$ cat config.mk
export PLATFORM = sky130hd
export DESIGN_NAME = ddr2_read_return_collector
export DESIGN_NICKNAME = d
export VERILOG_FILES = /design/src/rtl/ddr2_read_return_collector.sv
export SDC_FILE = /design/constraint.sdc
export NUM_CORES = 1
export LEC_CHECK = 0
export ABC_AREA = 1
export ABC_CLOCK_PERIOD_IN_PS = 7700
export BUFFER_PORTS_ARGS = -buffer_cell sky130_fd_sc_hd__buf_2
export CAP_MARGIN = 20
export CORE_MARGIN = 8
export CORE_UTILIZATION = 35
export CTS_CLUSTER_DIAMETER = 50
export DETAILED_ROUTE_END_ITERATION = 12
export PLACE_DENSITY_LB_ADDON = 0.2
export SLEW_MARGIN = 0
export SYNTH_ARGS = -nofsm -noshare
export SYNTH_HDL_FRONTEND = slang
export SYNTH_SLANG_ARGS = --single-unit
$ cat constraint.sdc
create_clock -name CLK -period 7.7 [get_ports CLK]
set_input_delay 0.77 -clock CLK [delete_from_list [all_inputs] [get_ports CLK]]
set_output_delay 0.77 -clock CLK [all_outputs]
set_load 0.05 [all_outputs]
$ cat src/rtl/ddr2_read_return_collector.sv
// Host-side collector for the DDR2 read-return path: queues accepted reads, matches
// returned beats to the oldest request, checks addresses and emits one completion each.
module ddr2_read_return_collector #(
    parameter int TAG_DEPTH   = 8,
    parameter int TIMEOUT_CYC = 64
) (
    input  logic                               CLK,
    input  logic                               RESET,
    input  logic                               REQ_VALID,
    input  logic [1:0]                         REQ_SZ,
    input  logic [24:0]                        REQ_ADDR,
    output logic                               REQ_READY,
    input  logic                               VALIDOUT,
    input  logic [15:0]                        DOUT,
    input  logic [24:0]                        RADDR,
    output logic                               FETCHING,
    output logic                               CPL_VALID,
    output logic [24:0]                        CPL_ADDR,
    output logic [5:0]                         CPL_LEN,
    output logic [15:0]                        CPL_SUM,
    output logic                               CPL_ERR,
    output logic [$clog2(TAG_DEPTH+1)-1:0]     OUTSTANDING,
    output logic                               ERR_ADDR,
    output logic                               ERR_OVERFLOW,
    output logic                               ERR_UNEXP,
    output logic                               ERR_TIMEOUT
);
    localparam int PTR_W  = $clog2(TAG_DEPTH);
    localparam int CNT_W  = $clog2(TAG_DEPTH + 1);
    localparam int IDLE_W = $clog2(TIMEOUT_CYC + 1);

    typedef enum logic [1:0] {IDLE, COLLECT, DONE} state_t;

    logic [24:0]       addr_mem [TAG_DEPTH];
    logic [1:0]        sz_mem   [TAG_DEPTH];
    logic [PTR_W-1:0]  wr_ptr, rd_ptr, rd_next;
    logic [CNT_W-1:0]  count;
    logic              full, push, pop;

    state_t            state, state_next;
    logic [24:0]       base;
    logic [5:0]        exp_len, cnt, cnt_inc;
    logic [15:0]       sum;
    logic              err;
    logic [IDLE_W-1:0] idle_cnt;

    logic              start_new, accept, fin_beat, fin_to, unexp, mismatch;
    logic [24:0]       start_addr;
    logic [1:0]        start_sz;

    function automatic logic [5:0] len_of(input logic [1:0] sz);
        return {1'b0, sz, 3'b000} + 6'd8;
    endfunction

    assign full      = (count == CNT_W'(TAG_DEPTH));
    assign rd_next   = rd_ptr + PTR_W'(1);
    assign cnt_inc   = cnt + 6'd1;
    assign mismatch  = (RADDR != base + 25'(cnt));
    // A pop in the same cycle frees a slot, so a full queue can still accept.
    assign push      = REQ_VALID && (!full || pop);

    assign REQ_READY   = !full;
    assign OUTSTANDING = count;
    assign FETCHING    = (count != '0) || (state == COLLECT);
    assign CPL_VALID   = (state == DONE);

    always_ff @(posedge CLK) begin
        if (push) begin
            addr_mem[wr_ptr] <= REQ_ADDR;
            sz_mem[wr_ptr]   <= REQ_SZ;
        end
    end

    always_ff @(posedge CLK or posedge RESET) begin
        if (RESET) begin
            wr_ptr <= '0;
            rd_ptr <= '0;
            count  <= '0;
        end else begin
            if (push) wr_ptr <= wr_ptr + PTR_W'(1);
            if (pop)  rd_ptr <= rd_next;
            count <= count + CNT_W'(push) - CNT_W'(pop);
        end
    end

    always_ff @(posedge CLK or posedge RESET) begin
        if (RESET) state <= IDLE;
        else       state <= state_next;
    end

    // In DONE the head is still the finished request, so a new beat belongs to the entry after it.
    always_comb begin
        state_next = state;
        start_new  = 1'b0;
        start_addr = addr_mem[rd_ptr];
        start_sz   = sz_mem[rd_ptr];
        accept     = 1'b0;
        fin_beat   = 1'b0;
        fin_to     = 1'b0;
        pop        = 1'b0;
        unexp      = 1'b0;
        case (state)
            IDLE: begin
                if (VALIDOUT) begin
                    if (count != '0) begin
                        start_new  = 1'b1;
                        state_next = COLLECT;
                    end else begin
                        unexp = 1'b1;
                    end
                end
            end
            COLLECT: begin
                if (VALIDOUT) begin
                    accept = 1'b1;
                    if (cnt_inc == exp_len) begin
                        fin_beat   = 1'b1;
                        state_next = DONE;
                    end
                end else if (idle_cnt == IDLE_W'(TIMEOUT_CYC - 1)) begin
                    fin_to     = 1'b1;
                    state_next = DONE;
                end
            end
            DONE: begin
                pop        = 1'b1;
                state_next = IDLE;
                start_addr = addr_mem[rd_next];
                start_sz   = sz_mem[rd_next];
                if (VALIDOUT) begin
                    if (count > CNT_W'(1)) begin
                        start_new  = 1'b1;
                        state_next = COLLECT;
                    end else begin
                        unexp = 1'b1;
                    end
                end
            end
            default: state_next = IDLE;
        endcase
    end

    always_ff @(posedge CLK or posedge RESET) begin
        if (RESET) begin
            base     <= '0;
            exp_len  <= '0;
            cnt      <= '0;
            sum      <= '0;
            err      <= 1'b0;
            idle_cnt <= '0;
        end else if (start_new) begin
            base     <= start_addr;
            exp_len  <= len_of(start_sz);
            cnt      <= 6'd1;
            sum      <= DOUT;
            err      <= (RADDR != start_addr);
            idle_cnt <= '0;
        end else if (accept) begin
            cnt      <= cnt_inc;
            sum      <= sum + DOUT;
            err      <= err | mismatch;
            idle_cnt <= '0;
        end else if (state == COLLECT) begin
            idle_cnt <= idle_cnt + IDLE_W'(1);
        end
    end

    always_ff @(posedge CLK or posedge RESET) begin
        if (RESET) begin
            CPL_ADDR     <= '0;
            CPL_LEN      <= '0;
            CPL_SUM      <= '0;
            CPL_ERR      <= 1'b0;
            ERR_ADDR     <= 1'b0;
            ERR_OVERFLOW <= 1'b0;
            ERR_UNEXP    <= 1'b0;
            ERR_TIMEOUT  <= 1'b0;
        end else begin
            if (fin_beat) begin
                CPL_ADDR <= base;
                CPL_LEN  <= cnt_inc;
                CPL_SUM  <= sum + DOUT;
                CPL_ERR  <= err | mismatch;
            end else if (fin_to) begin
                CPL_ADDR <= base;
                CPL_LEN  <= cnt;
                CPL_SUM  <= sum;
                CPL_ERR  <= 1'b1;
            end
            if ((start_new && RADDR != start_addr) || (accept && mismatch)) ERR_ADDR <= 1'b1;
            if (REQ_VALID && !push) ERR_OVERFLOW <= 1'b1;
            if (unexp)  ERR_UNEXP   <= 1'b1;
            if (fin_to) ERR_TIMEOUT <= 1'b1;
        end
    end
endmodule

==> key figures <==
Layout
  – Layout Area Growth over Synthesis: 14.53%
  – Layout cells sized above 1: between 10% and 20%
  – Layout Nets: 2,602

Global routing
  – Largest net degree at the start of global routing: 77
  – Vias in the first global route: 15,384
  – Antenna violations before repair: 7
  – GRT overflow: 0
  – GR Util All Layers: around 18%
  – First-pass GRT wire length: 87.55 mm

Place
  – RePlAce Congestion: 0.8290
  – Hpwl dp: 37.18 mm
  – Port bufs: 130

CTS
  – Setup bufs post-CTS: 0
  – CTS Hold Bufs: 0
  – Longest Clk Path Bufs: 3
  – Clk pin slew, worst setup/hold paths: 0.06 ns
  – Worst-Skew Late Latency: 0.58 ns
  – Root Buffer: clkbuf_16
  – Clock sinks: 338
  – Resized Gates After CTS: 0
  – CTS tree: built
  – Htree depth: 2
  – CTS buffer count: 43

Power
  – Clk pwr share: 23.8%
  – PnR Total Power: 8.751 mW
  – Leak: 10.26 nW
  – Pwr per Cell Area: 404.5 nW/um^2
  – Combinational Power Share: 44.7%
  – Sequential power share: 31.5%
  – Switching Fraction: between 40% and 50%
  – Peak VDD IR: 0.0001942 V
  – P_int: 4.815 mW
  – P_sw: 3.936 mW

STA
  – Slew margin rel.: 36.59%
  – Post-route setup TNS: 0 ns
  – Final min period: ~4.2 ns
  – Setup-failing EPs final: 0
  – Final Hold Viols: 0
  – Slew Viols, Final: 0
  – Clock skew: between 0.02 and 0.025 ns
  – Fmax: 0.2369 GHz
  – RSZ-0062 raised after global routing: false
  – Crit share post-route: 54.83%
  – Least-Margin Pin Slew: 0.9497 ns

Synth
  – Yosys warns: 0
  – Top cell type's share of synthesized area: 34.34%
  – Cell area after synthesis: 18,890 um^2
  – Yosys reg bits: 338
  – Synth Flop Type: edfxtp_1
  – Post-Synthesis Cells: 2,398
  – Mapped Nets: 2,505
  – Largest area contributor in the netlist: edfxtp_1
  – Synth area leaders: edfxtp_1 34%, nand2_1 19%, dfrtp_1 16%
  – Library cells used by synthesis: 46
  – Mean Syn Cell Area: a little under 8 um^2
  – Share of flip-flops with an asynchronous set or reset: 36.09%
  – Register area share after synthesis: 50.50%
  – Post-synth EDFFs: approximately 220

Floorplan
  – Core area: ~54,000 um^2
  – Die height: 248.3 um
  – Row cnt: 85
  – Die width: 248.3 um
  – Initial Util: 35.24%
  – Die area: 61,660 um^2
  – Ports: 131

Hold path
  – Hold Path Class: in -> async

Setup path
  – Critical path type: reg -> reg
  – Critical Path RT: 8.14 ns
  – Critical path data arrival time: 4.66 ns
  – Critical path peak fanout: 64
  – Crit path capture type: flip-flop
  – CP Launch Type: flip-flop

Route
  – Post-route ant nets: 0
  – DRC violations left: 0
  – WL per Instance: 17.56 um
  – DRT iter0 DRCs: between 1,000 and 1,500
  – Post-Route WL: 56.68 mm
  – Vias: 15,972
  – 1st-pass router iterations: 5
  – Avg Vias per Cell: 4.948

Flow run
  – Max-Cap Viols: 0

Outcome
  – Result of the run: finished clean
cells in the final DEF, fill, tap and decap left out, drive strengths merged, types with 8 or more instances in the layout:
cell type  count
nand2        941
inv          297
edfxtp       216
nand3        205
buf          153
o21ai        149
nor2         140
dfrtp        122
clkbuf        53
a21oi         47
o211ai        35
xor2          32
ha            32
xnor2         17
o21bai        15
nand4         12
clkinv        10
o22ai          9
nor3           9
clkinvlp       8
cell usage after synthesis, drive strengths merged, types with 28 or more instances:
cell type	n
nand2	941
a21oi	47
nor2	140
o211ai	35
buf	73
dfrtp	122
clkbuf	28
xor2	32
edfxtp	216
ha	32
inv	294
o21ai	149
nand3	205
kinds of logic (layout without fill, tap and decap cells):
| kind of cell | Yosys count | in the layout | synth area share, % |
|---|---|---|---|
| compound gates | 264 | 264 | 8.028 |
| flops | 338 | 338 | 50.50 |
| buf+inv | 395 | 526 | 8.478 |
| other cells | 0 | 3 | 0 |
| fa+ha+maj | 35 | 35 | 2.438 |
| simple gates | 1317 | 1317 | 28.24 |
| xor+xnor | 49 | 49 | 2.312 |
layout make-up:
type / count / area, um^2
timing repair buffer: 153 / 823.3
multi-input combinational: 1665 / 7781
fill: 5397 / 31970
clock inverter: 26 / 304.0
inverter: 294 / 1115
tap: 696 / 870.8
clock buffer: 53 / 1186
antenna: 3 / 7.507
sequential: 338 / 9547
critical path: stages, from the launching register on:
cell and delay [ns]:
dfrtp_4 0.83, ha_2 0.62, inv_1 0.79, buf_4 0.50
o21ai_0 0.14, o21ai_0 0.16, nand2_1 0.07, nand2_1 0.09
o21ai_1 0.07, nand2_1 0.11, nand2_1 0.09, nor2_1 0.13
nand3_1 0.17, o21bai_2 0.19, nand3_1 0.08
worst paths after layout:
| path | cells past startpoint | slack (ns) | to | from |
|---|---|---|---|---|
| max in group asynchronous | 3 | 5.99 | rd_ptr[0]$_DFFE_PP0P_ | RESET |
| worst max-delay path | 14 | 3.48 | err$_DFFE_PP0P_ | rd_ptr[0]$_DFFE_PP0P_ |
| worst min-delay path | 2 | 0.27 | CPL_ADDR[21]$_DFFE_PP0P_ | RESET |
| min in group CLK | 3 | 0.46 | sum[13]$_DFFE_PP0P_ | DOUT[13] |
| worst min register to register | 2 | 0.46 | CPL_ADDR[14]$_DFFE_PP0P_ | CPL_ADDR[14]$_DFFE_PP0P_ |
| worst max register to register | 14 | 3.48 | err$_DFFE_PP0P_ | rd_ptr[0]$_DFFE_PP0P_ |
sequential cells by signal, indices dropped and copies added (netlist names), 7 cells and up:
name and count:
sz_mem 16, idle_cnt 7, CPL_SUM 16, base 25
sum 16, addr_mem 200, CPL_ADDR 25
metrics by stage:
stage	std cells	utilization (%)	setup slack [ns]	cell area, um^2	hold WS [ns]
2_1_floorplan	2398	-	3.687	18890	0.4652
3_3_place_gp	3146	37.57	3.580	20140	0.4484
3_5_place_dp	3146	37.57	3.498	20140	0.4557
4_1_cts	3225	40.35	3.468	21630	0.2887
5_1_grt	3227	40.36	3.202	21630	0.3153
6_report	3228	40.36	3.478	21630	0.2724
power by group through the flow:
stage	clock network (mW)	registers, mW	logic [mW]
6_report	2.08	2.75	3.91
3_3_place_gp	0	2.78	3.86
3_5_place_dp	0	2.79	3.90
5_1_grt	2.21	2.81	4.39
4_1_cts	2.13	2.75	3.93
2_1_floorplan	0	3.03	2.57
layer usage:
metal	up-vias	share of wire, %	global-route usage (%)
li1	7900	-	-
met1	7442	45	24.77
met2	523	44	28.95
met3	103	7.8	4.084
met4	4	2.8	6.285
met5	-	0.048	0
Power figures use the tool's default switching activity.
